$ cat src/rtl/fetch_pkg.sv
// Shared types and helpers for the fetch stage: buffer entry layout, FSM
// states and the fetch-address legality check.
package fetch_pkg;
    localparam int XLEN        = 32;
    localparam int INSTR_BYTES = 4;

    typedef struct packed {
        logic [XLEN-1:0] pc;
        logic [XLEN-1:0] instr;
    } fetch_entry_t;

    typedef enum logic {
        RUN   = 1'b0,
        FAULT = 1'b1
    } fetch_state_t;

    // 33-bit compare so a PC near 2^32 cannot wrap into a legal range.
    function automatic logic pc_legal(input logic [XLEN-1:0] pc,
                                      input logic [XLEN:0]   limit);
        return (pc[1:0] == 2'b00) &&
               (({1'b0, pc} + (XLEN+1)'(INSTR_BYTES)) <= limit);
    endfunction
endpackage

$ cat src/rtl/fetch_fifo.sv
// Small registered FIFO holding fetched {pc, instr} entries; flush empties it
// in one edge and overrides any push/pop on that edge.
module fetch_fifo
    import fetch_pkg::*;
#(
    parameter int FIFO_DEPTH = 2
) (
    input  logic                          clk,
    input  logic                          rst_n,
    input  logic                          push_i,
    input  logic                          pop_i,
    input  logic                          flush_i,
    input  fetch_entry_t                  wdata_i,
    output fetch_entry_t                  head_o,
    output logic [$clog2(FIFO_DEPTH):0]   count_o,
    output logic                          full_o,
    output logic                          empty_o
);
    localparam int PW = $clog2(FIFO_DEPTH);
    localparam int CW = PW + 1;

    fetch_entry_t    mem_q [FIFO_DEPTH];
    logic [PW-1:0]   wr_q, wr_d;
    logic [PW-1:0]   rd_q, rd_d;
    logic [CW-1:0]   count_q, count_d;
    logic            do_push, do_pop;

    assign empty_o = (count_q == '0);
    assign full_o  = (count_q == CW'(FIFO_DEPTH));
    assign count_o = count_q;
    assign head_o  = mem_q[rd_q];

    assign do_push = push_i && !flush_i;
    assign do_pop  = pop_i && !flush_i && !empty_o;

    always_comb begin
        wr_d    = wr_q;
        rd_d    = rd_q;
        count_d = count_q;
        if (flush_i) begin
            wr_d    = '0;
            rd_d    = '0;
            count_d = '0;
        end else begin
            if (do_push) wr_d = wr_q + 1'b1;
            if (do_pop)  rd_d = rd_q + 1'b1;
            count_d = count_q + CW'(do_push) - CW'(do_pop);
        end
    end

    always_ff @(posedge clk or negedge rst_n) begin
        if (!rst_n) begin
            wr_q    <= '0;
            rd_q    <= '0;
            count_q <= '0;
        end else begin
            wr_q    <= wr_d;
            rd_q    <= rd_d;
            count_q <= count_d;
        end
    end

    // Storage needs no reset: it is only observed while count is non-zero.
    always_ff @(posedge clk) begin
        if (do_push) mem_q[wr_q] <= wdata_i;
    end
endmodule

$ cat src/rtl/fetch_unit.sv
// PC generation and fetch stage: drives instr_mem, buffers {pc, instr} for
// decode, handles redirects and faults on illegal fetch addresses.
module fetch_unit
    import fetch_pkg::*;
#(
    parameter logic [31:0] RESET_PC   = 32'h0000_0000,
    parameter int          IMEM_BYTES = 28,
    parameter int          FIFO_DEPTH = 2
) (
    input  logic        clk,
    input  logic        rst_n,
    input  logic        fetch_en,
    output logic [31:0] imem_addr,
    input  logic [31:0] imem_instr,
    input  logic        redirect_valid,
    input  logic [31:0] redirect_pc,
    output logic        dec_valid,
    input  logic        dec_ready,
    output logic [31:0] dec_pc,
    output logic [31:0] dec_instr,
    output logic        fetch_fault
);
    localparam logic [XLEN:0] LIMIT = (XLEN+1)'(IMEM_BYTES);

    fetch_state_t                state_q, state_d;
    logic [XLEN-1:0]             pc_q, pc_d;
    logic                        push, pop;
    fetch_entry_t                head, wentry;
    logic [$clog2(FIFO_DEPTH):0] count;
    logic                        full, empty;

    assign imem_addr   = pc_q;
    assign fetch_fault = (state_q == FAULT);
    assign dec_valid   = (count != '0);
    assign dec_pc      = empty ? '0 : head.pc;
    assign dec_instr   = empty ? '0 : head.instr;
    assign pop         = dec_valid && dec_ready;
    assign wentry      = '{pc: pc_q, instr: imem_instr};

    always_comb begin
        state_d = state_q;
        pc_d    = pc_q;
        push    = 1'b0;
        if (redirect_valid) begin
            pc_d    = redirect_pc;
            state_d = pc_legal(redirect_pc, LIMIT) ? RUN : FAULT;
        end else begin
            unique case (state_q)
                RUN: begin
                    if (!pc_legal(pc_q, LIMIT)) begin
                        state_d = FAULT;
                    end else if (fetch_en && (!full || pop)) begin
                        push = 1'b1;
                        pc_d = pc_q + XLEN'(INSTR_BYTES);
                    end
                end
                FAULT: ;
                default: state_d = RUN;
            endcase
        end
    end

    always_ff @(posedge clk or negedge rst_n) begin
        if (!rst_n) begin
            state_q <= RUN;
            pc_q    <= RESET_PC;
        end else begin
            state_q <= state_d;
            pc_q    <= pc_d;
        end
    end

    fetch_fifo #(.FIFO_DEPTH(FIFO_DEPTH)) u_fifo (
        .clk     (clk),
        .rst_n   (rst_n),
        .push_i  (push),
        .pop_i   (pop),
        .flush_i (redirect_valid),
        .wdata_i (wentry),
        .head_o  (head),
        .count_o (count),
        .full_o  (full),
        .empty_o (empty)
    );
endmodule

$ cat config.mk
export PLATFORM = sky130hd
export DESIGN_NAME = fetch_unit
export DESIGN_NICKNAME = d
export VERILOG_FILES = /design/src/rtl/fetch_pkg.sv /design/src/rtl/fetch_fifo.sv /design/src/rtl/fetch_unit.sv
export SDC_FILE = /design/constraint.sdc
export NUM_CORES = 1
export LEC_CHECK = 0
export ABC_AREA = 1
export BUFFER_PORTS_ARGS = -buffer_cell sky130_fd_sc_hd__buf_2
export CAP_MARGIN = 15
export CELL_PAD_IN_SITES_DETAIL_PLACEMENT = 2
export CELL_PAD_IN_SITES_GLOBAL_PLACEMENT = 2
export CORE_MARGIN = 10
export CORE_UTILIZATION = 34
export CTS_BUF_LIST = sky130_fd_sc_hd__clkbuf_8
export CTS_CLUSTER_SIZE = 30
export DETAILED_ROUTE_END_ITERATION = 10
export GPL_TIMING_DRIVEN = 0
export PLACE_DENSITY_LB_ADDON = 0.25
export SYNTH_ARGS = -nofsm -noshare
export SYNTH_HDL_FRONTEND = slang
export SYNTH_SLANG_ARGS = --single-unit
$ cat constraint.sdc
create_clock -name clk -period 5.7 [get_ports clk]
set_clock_uncertainty 0.05 [all_clocks]
set_input_delay 0 -clock clk [delete_from_list [all_inputs] [get_ports clk]]
set_output_delay 0 -clock clk [all_outputs]
set_load 0.005 [all_outputs]
==> results of run 1 <==
-- layer usage --
layer  global-route usage [%]  wire, um
met2                     38.6     17000
met3                     3.72      1260
met5                        0         0
met4                     5.97       613
met1                     23.4     13400
-- state kept, by name, summed over array words and instances (netlist names) --
register,flops
u_fifo.mem_q,128
u_fifo.wr_q,1
u_fifo.rd_q,1
imem_addr,32
fetch_fault,1
u_fifo.count_o,2
-- cells by family (layout without fill, tap and decap cells) --
family	count (synthesis)	after routing	synth area share (%)
adder cells (fa/ha/maj)	6	6	0.883
AND/OR/NAND/NOR	600	600	30.5
flip-flops	165	165	56.1
AO/OA/AOI/OAI	79	79	4.68
XOR/XNOR	21	21	2.16
buffers and inverters	117	383	5.62
-- synth_stat cells, types with 9 or more instances --
master                     number
sky130_fd_sc_hd__edfxtp_1     128
sky130_fd_sc_hd__nand2_1      367
sky130_fd_sc_hd__nand3_2       17
sky130_fd_sc_hd__a21oi_1       67
sky130_fd_sc_hd__o21ai_0       11
sky130_fd_sc_hd__dfrtp_1       37
sky130_fd_sc_hd__nand3_1       73
sky130_fd_sc_hd__xnor2_1        9
sky130_fd_sc_hd__nor2_1        89
sky130_fd_sc_hd__nor2_2        10
sky130_fd_sc_hd__xor2_1        12
sky130_fd_sc_hd__clkbuf_1      21
sky130_fd_sc_hd__nor3_1        12
sky130_fd_sc_hd__inv_1         81
sky130_fd_sc_hd__nand4_1       18
-- through the flow --
stage                     power, mW  hold WS (ps)  cell area (um^2)  utilization, %
final                          2.49          52.1             10800            44.4
after global routing           2.60           106             10800            44.4
after global placement         1.62          94.3              9730            39.8
after detailed placement       1.63          94.5              9780            40.0
after floorplan                1.50          -346              8500               -
after CTS                      2.50          43.8             10800            44.4
-- area by class of cell --
type | instances | area [um^2] | share of cell area [%]
Buffer | 34 | 166 | 1.53
Clock buffer | 17 | 234 | 2.16
Clock inverter | 15 | 163 | 1.50
Inverter | 83 | 314 | 2.89
Multi-Input combinational cell | 706 | 3260 | 30.1
Sequential cell | 165 | 4770 | 44.0
Tap cell | 324 | 405 | 3.74
Timing Repair Buffer | 234 | 1540 | 14.2
-- layout by cell type (no fill, tap or decap), types with 2 or more instances in the layout --
| cell | count |
|---|---|
| sky130_fd_sc_hd__nor3_1 | 12 |
| sky130_fd_sc_hd__buf_6 | 4 |
| sky130_fd_sc_hd__inv_1 | 80 |
| sky130_fd_sc_hd__dfrtp_1 | 37 |
| sky130_fd_sc_hd__nor2_1 | 88 |
| sky130_fd_sc_hd__inv_6 | 4 |
| sky130_fd_sc_hd__buf_4 | 2 |
| sky130_fd_sc_hd__clkinv_8 | 4 |
| sky130_fd_sc_hd__nand2_1 | 367 |
| sky130_fd_sc_hd__edfxtp_1 | 128 |
| sky130_fd_sc_hd__nand3_2 | 17 |
| sky130_fd_sc_hd__clkbuf_1 | 21 |
| sky130_fd_sc_hd__buf_2 | 166 |
| sky130_fd_sc_hd__ha_1 | 6 |
| sky130_fd_sc_hd__clkinv_1 | 2 |
| sky130_fd_sc_hd__o21ai_0 | 11 |
| sky130_fd_sc_hd__nand3b_1 | 4 |
| sky130_fd_sc_hd__nand4_1 | 18 |
| sky130_fd_sc_hd__buf_1 | 6 |
| sky130_fd_sc_hd__inv_8 | 3 |
| sky130_fd_sc_hd__a21oi_1 | 67 |
| sky130_fd_sc_hd__xnor2_1 | 9 |
| sky130_fd_sc_hd__nand3_1 | 73 |
| sky130_fd_sc_hd__dlygate4sd3_1 | 67 |
| sky130_fd_sc_hd__nor2_2 | 10 |
| sky130_fd_sc_hd__xor2_1 | 12 |
| sky130_fd_sc_hd__clkinv_4 | 2 |
| sky130_fd_sc_hd__buf_12 | 2 |
| sky130_fd_sc_hd__nor2_4 | 3 |
| sky130_fd_sc_hd__nand2_2 | 2 |
| sky130_fd_sc_hd__or2_2 | 4 |
| sky130_fd_sc_hd__clkbuf_8 | 17 |
-- power breakdown --
| part | switching [mW] | internal (mW) |
|---|---|---|
| registers | 0.0597 | 1.32 |
| logic | 0.149 | 0.110 |
| clock network | 0.518 | 0.329 |
-- worst max-delay path: stages, from the launching register on --
cell and delay [ps]:
sky130_fd_sc_hd__dfrtp_1 600, sky130_fd_sc_hd__ha_1 270, sky130_fd_sc_hd__nand3_1 140, sky130_fd_sc_hd__nor2_1 240
sky130_fd_sc_hd__nand3_1 220, sky130_fd_sc_hd__nor2_1 230, sky130_fd_sc_hd__nand3_1 130, sky130_fd_sc_hd__nand2_1 100
sky130_fd_sc_hd__nand2_1 50, sky130_fd_sc_hd__nor2_1 100, sky130_fd_sc_hd__nand3_1 150, sky130_fd_sc_hd__nor2_1 240
sky130_fd_sc_hd__nand3_1 230, sky130_fd_sc_hd__nor2_4 500, sky130_fd_sc_hd__buf_12 270, sky130_fd_sc_hd__buf_12 220
-- worst max-delay path by stage --
stage          cells after the start  slack [ps]             endpoint
6_report                          15        1630  u_fifo.mem_q[1][11]
5_1_grt                           15        1340  u_fifo.mem_q[1][44]
4_1_cts                           15        1570  u_fifo.mem_q[1][11]
3_5_place_dp                      15        1730   u_fifo.mem_q[1][3]
3_3_place_gp                      13       -1760   u_fifo.mem_q[1][3]
2_1_floorplan                     15         680   u_fifo.mem_q[1][0]
-- what timing repair did --
item                       CTS  global route
hold endpoints to repair   134             0
hold buffers                67             0
setup endpoints to repair    0             0
==> qor.txt, run 1 <==
outcome: finished, final reports clean
die span in y: 178 um
I/O pin count: 167
Setup crit start: imem_addr[3]
CORE AREA: 0.0245 mm^2
H-Tree Level Count: 4
Final Critical Period: 4070 ps
final worst setup slack: 1630 ps
root buffer cell: sky130_fd_sc_hd__clkbuf_8
peak supply drop: 0.128 mV
Yosys Warn Count: 0
number of filler instances in the final layout: 2706
remaining antenna violation count: 0
1st-pass router iterations: 4
via count of the first global-routing pass: 9034
row count: 57
Place WS: 1730 ps
setup violation total in the final timing report: 0
clock tree from TritonCTS: done
number of max-cap violations: 0
critical path endpoint category: flip-flop
highest clock frequency the design can meet: 0.246 GHz
number of antenna repair diodes: 0
number of different library cells in the post-synthesis netlist: 29
number of non-filler instances in the completed layout: 1578
Avg WL per Cell: 20.4 um
Gates resized, CTS repair: 0
proportion of synthesized flip-flops having asynchronous set or reset: 22.4%
count of final hold-check violations: 0
drt first-iter violations: 337
total length of routed wires: 32200 um
Gate Count Post-Synth: 988
remaining routing DRC violations: 0
post-detailed-route via-to-cell ratio: 4.99
post-synthesis instance area: 0.00850 mm^2
Crit Path Category: flip-flop to flip-flop
synthesized net count: 1063
buffers from clock root to sink, at most: 2
final weighted congestion in routability-driven placement: 0.820
Relative slew margins: 41.3%
initial antenna violation count: 0
total routing resource utilization after global routing: 20.7%
clock transition at the registers of the reported paths: 100 ps
number of stages on the worst hold path: 4
total setup buffers inserted after CTS: 0
top-area cell type share of the netlist area: 45.2%
CP startpoint kind: flip-flop
r2r worst-path depth: 15
Post-synth EDFFs: 128
cell taking the most area after synthesis: sky130_fd_sc_hd__edfxtp_1
final period utilization: 71.4%
sum of negative setup slack: 0 ps
wire length of the first global-routing pass: 51100 um
Die Outline Area: 0.0317 mm^2
worst hold path type: input pin to flip-flop
cell leakage power: 4.73 nW
Slew Viols, Final: 0
arrival time at the worst endpoint: 4190 ps
hold-critical path endpoint: imem_addr[5]
required time of the critical path: 5820 ps
Critical Path Fanout Max: 26
Reg-to-Reg End: u_fifo.mem_q[1][11]
source of the worst register-to-register timing path: imem_addr[3]
Synth Flop Type: sky130_fd_sc_hd__edfxtp_1
main area contributors after synthesis: sky130_fd_sc_hd__edfxtp_1 45%, sky130_fd_sc_hd__nand2_1 16%, sky130_fd_sc_hd__dfrtp_1 11%
Post-Synthesis Mean Instance Area: 8.60 um^2
sequential fraction of the synthesis area: 56.1%
signed area change from the synthesized netlist to the final layout: 27.6%
synthesized flop and latch total: 165
slack of the worst reg-to-reg path: 1630 ps
clock sink total: 165
power per standard cell area: 229 mW/mm^2
transition at the pin with the smallest max-transition slack: 881 ps
layout cells sized above 1: 19.5%
clk_lat worst skew: 470 ps
global-route congestion overflow total: 0
worst min-delay path startpoint: redirect_valid
number of clock buffers inserted by TritonCTS: 17
largest net degree at the start of global routing: 65
sum of net half-perimeters after detailed placement: 22800 um
Total Nets Final: 1316
routed via count: 7868
RSZ-0062 raised after global routing: no
total instance count after detailed placement: 1479
port buffer count: 165
overall die width: 178 um
effective utilization at floorplan: 34.8%
Power figures use the tool's default switching activity.
==> run 2: changes to the inputs <==
Settings changed: ABC_AREA 1 to 0.
Clock period 5.7 ns to 3.5 ns, I/O delays scaled along.
==> run 2 against run 1 <==
Total power increased by 64%. Die area decreased by 9.5%. Highest routed layer unchanged. Synthesized area decreased by 11%. The flow now finishes with violations (setup timing). Critical path type unchanged. Clock power rose by 65%. Combinational power up 66%. Cell count fell by 25%. Sequential cell count stayed put.
==> qor.txt, run 2 <==
clk_lat worst skew: 460 ps (was 470 ps)
violated checks: setup timing
sum of net half-perimeters after detailed placement: 18400 um (was 22800 um)
cell taking the most area after synthesis: sky130_fd_sc_hd__edfxtp_1 (unchanged)
Die Outline Area: 0.0287 mm^2 (was 0.0317 mm^2)
number of clock buffers inserted by TritonCTS: 17 (unchanged)
detailed-routed wire length on met2: 13500 um (was 17000 um)
number of antenna repair diodes: 0 (unchanged)
power per standard cell area: 389 mW/mm^2 (was 229 mW/mm^2)
setup violation total in the final timing report: 65 (was 0)
layout cells sized above 1: 33.9% (was 19.5%)
source of the worst register-to-register timing path: imem_addr[2] (was imem_addr[3])
post-synthesis mux area share: 13.1% (was 0%)
slack of the worst reg-to-reg path: -50 ps (was 1630 ps)
number of non-filler instances in the completed layout: 1191 (was 1578)
RSZ-0062 raised after global routing: yes (was no)
r2r worst-path depth: 12 (was 15)
global-route congestion overflow total: 0 (unchanged)
highest routed metal layer: met4 (unchanged)
outcome: finished with violations (was finished, final reports clean)
highest cell delay on the worst timing path: 450 ps (was 600 ps)
row count: 54 (was 57)
slowest cell on the critical path: sky130_fd_sc_hd__dfrtp_2 (was sky130_fd_sc_hd__dfrtp_1)
Final Total Pwr: 4.08 mW (was 2.49 mW)
total instance count after detailed placement: 1060 (was 1479)
root buffer cell: sky130_fd_sc_hd__clkbuf_8 (unchanged)
Routed met1 length: 11200 um (was 13400 um)
cell leakage power: 4.01 nW (was 4.73 nW)
worst min-delay path startpoint: redirect_pc[4] (was redirect_valid)
port buffer count: 164 (was 165)
main area contributors after synthesis: sky130_fd_sc_hd__edfxtp_1 51%, sky130_fd_sc_hd__dfrtp_1 12%, sky130_fd_sc_hd__mux2i_1 9.0% (was sky130_fd_sc_hd__edfxtp_1 45%, sky130_fd_sc_hd__nand2_1 16%, sky130_fd_sc_hd__dfrtp_1 11%)
wire length of the first global-routing pass: 41900 um (was 51100 um)
most frequent cells in the layout: 165 x sky130_fd_sc_hd__buf_2, 128 x sky130_fd_sc_hd__edfxtp_1, 98 x sky130_fd_sc_hd__nor2_1, 68 x sky130_fd_sc_hd__mux2i_1, 66 x sky130_fd_sc_hd__dlygate4sd3_1 (was 367 x sky130_fd_sc_hd__nand2_1, 166 x sky130_fd_sc_hd__buf_2, 128 x sky130_fd_sc_hd__edfxtp_1, 88 x sky130_fd_sc_hd__nor2_1, 80 x sky130_fd_sc_hd__inv_1)
Slew Viols, Final: 0 (unchanged)
synthesized flop and latch total: 165 (unchanged)
transition at the pin with the smallest max-transition slack: 926 ps (was 881 ps)
critical path endpoint category: flip-flop (unchanged)
buffers from clock root to sink, at most: 2 (unchanged)
H-Tree Level Count: 4 (unchanged)
highest clock frequency the design can meet: 0.282 GHz (was 0.246 GHz)
arrival time at the worst endpoint: 3670 ps (was 4190 ps)
synthesized net count: 685 (was 1063)
Post-Synthesis Mean Instance Area: 12.5 um^2 (was 8.60 um^2)
hold-critical path endpoint: imem_addr[4] (was imem_addr[5])
via count of the first global-routing pass: 7084 (was 9034)
top-area cell type share of the netlist area: 50.6% (was 45.2%)
die span in y: 169 um (was 178 um)
cell-by-cell listing of the critical path: ha_4 -> buf_4 -> nor3_1 -> o2111ai_1 -> a211oi_2 -> o211ai_1 -> a211o_1 -> or2_4 -> or3_4 -> nor3b_4 -> buf_12 -> clkbuf_16 (was ha_1 -> nand3_1 -> nor2_1 -> nand3_1 -> nor2_1 -> nand3_1 -> nand2_1 -> nand2_1 -> nor2_1 -> nand3_1 -> nor2_1 -> nand3_1 -> nor2_4 -> buf_12 -> buf_12)
adder-cell share of the synthesized area: 0.988% (was 0.883%)
signed area change from the synthesized netlist to the final layout: 38.2% (was 27.6%)
1st-pass router iterations: 4 (unchanged)
most frequent standard cell in the layout excluding fill and tap cells: sky130_fd_sc_hd__buf_2 (was sky130_fd_sc_hd__nand2_1)
Avg WL per Cell: 22.3 um (was 20.4 um)
Post-synth EDFFs: 128 (unchanged)
remaining antenna violation count: 0 (unchanged)
Reg-to-Reg End: u_fifo.mem_q[1][51] (was u_fifo.mem_q[1][11])
share of synthesized cell area in and, or, nand and nor gates: 14.6% (was 30.5%)
CORE AREA: 0.0219 mm^2 (was 0.0245 mm^2)
met3 layer wire length in the routed design: 1480 um (was 1260 um)
remaining routing DRC violations: 0 (unchanged)
Yosys Warn Count: 0 (unchanged)
clock sink total: 165 (unchanged)
required time of the critical path: 3620 ps (was 5820 ps)
Total Nets Final: 973 (was 1316)
flip-flop count of the largest register, all copies and words added: 128 (unchanged)
library cell with the highest instance count after synthesis: sky130_fd_sc_hd__edfxtp_1 (was sky130_fd_sc_hd__nand2_1)
clock transition at the registers of the reported paths: 90 ps (was 100 ps)
largest reg by FF count: u_fifo.mem_q (unchanged)
overall die width: 169 um (was 178 um)
proportion of synthesized flip-flops having asynchronous set or reset: 22.4% (unchanged)
number of stages on the worst hold path: 3 (was 4)
Crit Path Category: flip-flop to flip-flop (unchanged)
Critical Path Fanout Max: 9 (was 26)
final worst setup slack: -49.0 ps (was 1630 ps)
I/O pin count: 167 (unchanged)
Gate Count Post-Synth: 610 (was 988)
clock tree from TritonCTS: done (unchanged)
worst-case hold slack: 78.1 ps (was 52.1 ps)
sequential fraction of the synthesis area: 62.8% (was 56.1%)
drt first-iter violations: 376 (was 337)
xor-xnor portion of the synthesized cell area: 1.50% (was 2.16%)
largest net degree at the start of global routing: 38 (was 65)
area fraction in compound gates after synthesis: 4.63% (was 4.68%)
count of final hold-check violations: 0 (unchanged)
Place WS: -979 ps (was 1730 ps)
worst hold path type: input pin to flip-flop (unchanged)
dominant combinational cell family by area after synthesis: simple AND/OR/NAND/NOR gates (unchanged)
CP startpoint kind: flip-flop (unchanged)
Relative slew margins: 37.8% (was 41.3%)
final weighted congestion in routability-driven placement: 0.900 (was 0.820)
total routing resource utilization after global routing: 18.6% (was 20.7%)
initial antenna violation count: 0 (unchanged)
post-synthesis instance area: 0.00759 mm^2 (was 0.00850 mm^2)
Final Critical Period: 3550 ps (was 4070 ps)
peak supply drop: 0.189 mV (was 0.128 mV)
number of different library cells in the post-synthesis netlist: 49 (was 29)
effective utilization at floorplan: 34.7% (was 34.8%)
routed via count: 6184 (was 7868)
final period utilization: 101% (was 71.4%)
synth cell count leaders: 128 x sky130_fd_sc_hd__edfxtp_1, 100 x sky130_fd_sc_hd__nor2_1, 68 x sky130_fd_sc_hd__mux2i_1, 37 x sky130_fd_sc_hd__dfrtp_1, 28 x sky130_fd_sc_hd__mux2_2 (was 367 x sky130_fd_sc_hd__nand2_1, 128 x sky130_fd_sc_hd__edfxtp_1, 89 x sky130_fd_sc_hd__nor2_1, 81 x sky130_fd_sc_hd__inv_1, 73 x sky130_fd_sc_hd__nand3_1)
Synth Flop Type: sky130_fd_sc_hd__edfxtp_1 (unchanged)
number of max-cap violations: 0 (unchanged)
total length of routed wires: 26600 um (was 32200 um)
post-detailed-route via-to-cell ratio: 5.19 (was 4.99)
run 2: cell types whose count changed after synthesis, moves of 8 or more:
cell,change
sky130_fd_sc_hd__nand2_1,-342
sky130_fd_sc_hd__mux2i_1,+68
sky130_fd_sc_hd__inv_1,-61
sky130_fd_sc_hd__a21oi_1,-54
sky130_fd_sc_hd__nand3_1,-49
sky130_fd_sc_hd__mux2_2,+28
sky130_fd_sc_hd__nand3_2,-17
sky130_fd_sc_hd__nor2_1,+11
sky130_fd_sc_hd__or3_1,+11
sky130_fd_sc_hd__nor2_2,-10
sky130_fd_sc_hd__nor4_1,+10
sky130_fd_sc_hd__nor3_1,+8
sky130_fd_sc_hd__xor2_1,-8
run 2: repair_timing:
action                                  in CTS  in global routing
hold buffers                                66                  0
hold endpoints to repair                   134                  0
buffers inserted                            29                  4
gates cloned                                 1                  3
resized for setup                           28                 18
pin swaps                                    6                  5
endpoints found under the setup margin     134                128
run 2: how the worst max path moves through the flow:
stage	startpoint	end	slack (ps)	cells after the start
2_1_floorplan	imem_addr[3]	u_fifo.mem_q[1][0]	-1180	9
3_3_place_gp	imem_addr[13]	u_fifo.mem_q[1][62]	-2490	9
3_5_place_dp	imem_addr[7]	u_fifo.mem_q[1][26]	-980	10
4_1_cts	imem_addr[2]	u_fifo.mem_q[1][54]	-40	11
5_1_grt	imem_addr[2]	u_fifo.count_o[1]	-210	14
6_report	imem_addr[2]	u_fifo.mem_q[1][51]	-50	12
run 2: power by group:
| group | internal, mW | leakage, nW | total, mW | switching [mW] |
|---|---|---|---|---|
| clock network | 0.653 | 0.207 | 1.40 | 0.749 |
| logic | 0.206 | 2.23 | 0.430 | 0.224 |
| registers | 2.16 | 1.57 | 2.25 | 0.0860 |
| total | 3.02 | 4.01 | 4.08 | 1.06 |
run 2: layout make-up:
class | count | area [um^2]
fill | 2153 | 11400
timing repair buffer | 273 | 2020
multi-input combinational | 397 | 2750
sequential | 165 | 4800
tap | 280 | 350
clock inverter | 15 | 166
clock buffer | 17 | 234
inverter | 20 | 75.1
buffer | 24 | 109
run 2: kinds of logic after synthesis:
kind of cell,after synthesis
AND/OR/NAND/NOR,229
XOR/XNOR,13
AO/OA/AOI/OAI,53
flip-flops,165
buffers and inverters,48
multiplexers,96
adder cells (fa/ha/maj),6
run 2: routing by layer:
layer / global-route usage [%] / vias up
li1: - / 2850
met1: 23.2 / 3140
met2: 31.5 / 169
met3: 4.26 / 25
met4: 5.14 / 0
met5: 0 / -
run 2: per-stage QoR:
step	area [um^2]	setup TNS, ps	utilization [%]
3_3_place_gp	8820	-307250	40.3
3_5_place_dp	8930	-119560	40.8
2_1_floorplan	7640	-142070	-
4_1_cts	10300	-939	47.2
5_1_grt	10500	-17690	48.0
6_report	10500	-1630	48.0
run 2: critical path, delay by kind of cell, from the launching register on:
kind	cells	cell delay, ps
flops	1	450
fa+ha+maj	1	190
buf+inv	3	550
compound gates	4	870
simple gates	4	1160
==> run 3: changes to the inputs <==
Settings changed: ABC_AREA 0 to unset, TNS_END_PERCENT set to 5.
==> run 3 against run 2 <==
The flow still finishes with violations (setup timing). Sequential cell count unchanged. Via count decreased by 1.5%. Count of clock-buffer cells in the layout unchanged. Largest cell class unchanged. Final area decreased by 0.29%. Combinational power decreased by 2%.
==> qor.txt, run 3 (synthesis gave the netlist of run 2 again) <==
final standard cell area without fillers: 0.0105 mm^2 (about the same)
highest cell delay on the worst timing path: 580 ps (was 450 ps)
most frequent standard cell in the layout excluding fill and tap cells: sky130_fd_sc_hd__buf_2 (unchanged)
highest clock frequency the design can meet: 0.278 GHz (was 0.282 GHz)
port buffer count: 164 (unchanged)
power per standard cell area: 398 mW/mm^2 (was 389 mW/mm^2)
row count: 54 (unchanged)
Final Critical Period: 3590 ps (was 3550 ps)
Total Nets Final: 968 (was 973)
worst min-delay path startpoint: redirect_pc[4] (unchanged)
final core utilization: 47.8% (was 48.0%)
signed area change from the synthesized netlist to the final layout: 37.8% (was 38.2%)
transition at the pin with the smallest max-transition slack: 936 ps (was 926 ps)
wire length of the first global-routing pass: 41400 um (was 41900 um)
outcome: finished with violations (unchanged)
slack of the worst reg-to-reg path: -90 ps (was -50 ps)
number of stages on the worst hold path: 3 (unchanged)
CP startpoint kind: flip-flop (unchanged)
Slew Viols, Final: 0 (unchanged)
Die Outline Area: 0.0287 mm^2 (unchanged)
largest net degree at the start of global routing: 38 (unchanged)
drt first-iter violations: 256 (was 376)
H-Tree Level Count: 4 (unchanged)
root buffer cell: sky130_fd_sc_hd__clkbuf_8 (unchanged)
Critical Path Fanout Max: 18 (was 9)
largest reg by FF count: u_fifo.mem_q (unchanged)
count of final hold-check violations: 0 (unchanged)
number of clock buffers inserted by TritonCTS: 17 (unchanged)
clk_lat worst skew: 460 ps (about the same)
total length of routed wires: 26300 um (was 26600 um)
hold-critical path endpoint: imem_addr[4] (unchanged)
initial antenna violation count: 0 (unchanged)
family with the most delay on the worst path: simple AND/OR/NAND/NOR gates (unchanged)
post-detailed-route via-to-cell ratio: 5.14 (was 5.19)
Avg WL per Cell: 22.1 um (was 22.3 um)
cell-by-cell listing of the critical path: ha_4 -> nand4_4 -> or4_4 -> o21ai_4 -> a21oi_2 -> or4_4 -> or2_4 -> or3_4 -> nor3b_4 -> buf_12 -> buf_12 (was ha_4 -> buf_4 -> nor3_1 -> o2111ai_1 -> a211oi_2 -> o211ai_1 -> a211o_1 -> or2_4 -> or3_4 -> nor3b_4 -> buf_12 -> clkbuf_16)
remaining antenna violation count: 0 (unchanged)
routed via count: 6094 (was 6184)
source of the worst register-to-register timing path: imem_addr[3] (was imem_addr[2])
final worst setup slack: -91.0 ps (was -49.0 ps)
most frequent cells in the layout: 165 x sky130_fd_sc_hd__buf_2, 128 x sky130_fd_sc_hd__edfxtp_1, 100 x sky130_fd_sc_hd__nor2_1, 68 x sky130_fd_sc_hd__mux2i_1, 66 x sky130_fd_sc_hd__dlygate4sd3_1 (was 165 x sky130_fd_sc_hd__buf_2, 128 x sky130_fd_sc_hd__edfxtp_1, 98 x sky130_fd_sc_hd__nor2_1, 68 x sky130_fd_sc_hd__mux2i_1, 66 x sky130_fd_sc_hd__dlygate4sd3_1)
total routing resource utilization after global routing: 18.3% (was 18.6%)
remaining routing DRC violations: 0 (unchanged)
number of non-filler instances in the completed layout: 1186 (was 1191)
peak supply drop: 0.178 mV (was 0.189 mV)
final period utilization: 103% (was 101%)
cell leakage power: 4.00 nW (was 4.01 nW)
1st-pass router iterations: 4 (unchanged)
buffers from clock root to sink, at most: 2 (unchanged)
final weighted congestion in routability-driven placement: 0.901 (was 0.900)
post-placement cell area: 0.00896 mm^2 (was 0.00893 mm^2)
number of antenna repair diodes: 0 (unchanged)
total instance count after detailed placement: 1060 (unchanged)
layout cells sized above 1: 33.3% (was 33.9%)
required time of the critical path: 3620 ps (about the same)
clock transition at the registers of the reported paths: 100 ps (was 90 ps)
worst-case hold slack: 84.1 ps (was 78.1 ps)
I/O pin count: 167 (unchanged)
flip-flop count of the largest register, all copies and words added: 128 (unchanged)
Setup crit start: imem_addr[3] (was imem_addr[2])
CORE AREA: 0.0219 mm^2 (unchanged)
global-route congestion overflow total: 0 (unchanged)
number of buffer and inverter instances along the worst setup path: 2 (was 3)
Reg-to-Reg End: u_fifo.mem_q[1][60] (was u_fifo.mem_q[1][51])
number of max-cap violations: 0 (unchanged)
worst hold path type: input pin to flip-flop (unchanged)
overall die width: 169 um (unchanged)
clock tree from TritonCTS: done (unchanged)
clock sink total: 165 (unchanged)
effective utilization at floorplan: 34.7% (unchanged)
Relative slew margins: 37.1% (was 37.8%)
RSZ-0062 raised after global routing: yes (unchanged)
die span in y: 169 um (unchanged)
setup violation total in the final timing report: 110 (was 65)
via count of the first global-routing pass: 7004 (was 7084)
critical path endpoint category: flip-flop (unchanged)
Crit Path Category: flip-flop to flip-flop (unchanged)
slowest cell on the critical path: sky130_fd_sc_hd__or4_4 (was sky130_fd_sc_hd__dfrtp_2)
arrival time at the worst endpoint: 3710 ps (was 3670 ps)
sum of net half-perimeters after detailed placement: 18400 um (about the same)
r2r worst-path depth: 11 (was 12)
violated checks: setup timing (unchanged)
sum of negative setup slack: -7540 ps (was -1630 ps)
==> run 3: cell count changes in the layout (fill, tap and decap cells not counted), sizes merged <==
cell,delta
inv,-1
bufinv,+1
buf,-5
==> run 3: through the flow <==
stage | power (mW) | setup slack [ps]
after detailed placement | 2.61 | -1230
after global placement | 2.58 | -2530
after global routing | 4.34 | -196
final | 4.17 | -91.0
after floorplan | 2.40 | -1180
after CTS | 4.19 | -72.8
==> run 3: what timing repair did <==
item	4_1_cts	5_1_grt
buffers inserted	28	2
gates cloned	0	2
hold buffers	66	0
endpoints found under the hold margin	134	0
gates resized for setup	31	10
setup endpoints to repair	135	131
pin swaps	5	3
==> run 3: worst max path at each step <==
stage                          end  depth (start not counted)
2_1_floorplan   u_fifo.mem_q[1][0]                          9
3_3_place_gp   u_fifo.mem_q[1][62]                          9
3_5_place_dp   u_fifo.mem_q[0][56]                         11
4_1_cts        u_fifo.mem_q[0][50]                         11
5_1_grt        u_fifo.mem_q[1][52]                         11
6_report       u_fifo.mem_q[1][60]                         11
==> run 3: layout make-up <==
type	count	area (um^2)
clock buffers	17	234
repair buffers	268	1940
flip-flops and latches	165	4790
well taps	280	350
inverters	20	75.1
clock inverters	15	196
multi-input cells	397	2770
plain buffers	24	109
fillers	2185	11400
==> run 3: layer usage <==
metal  global-route usage, %  wire length [um]  up-vias
met2                    32.5             13700      147
met4                    4.32               279        0
met1                    22.5             11000     3098
met3                    3.43              1230       16
met5                       0                 0        -
li1                        -                 -     2833
==> run 3: power breakdown <==
group	switching [mW]	internal (mW)
Sequential	0.0914	2.16
Combinational	0.217	0.206
Clock	0.762	0.727
Total	1.07	3.10
==> run 3: worst min-delay path, stage by stage <==
cell                       delay, ps
sky130_fd_sc_hd__clkbuf_1        180
sky130_fd_sc_hd__nand2_1         160
sky130_fd_sc_hd__o311ai_0        180
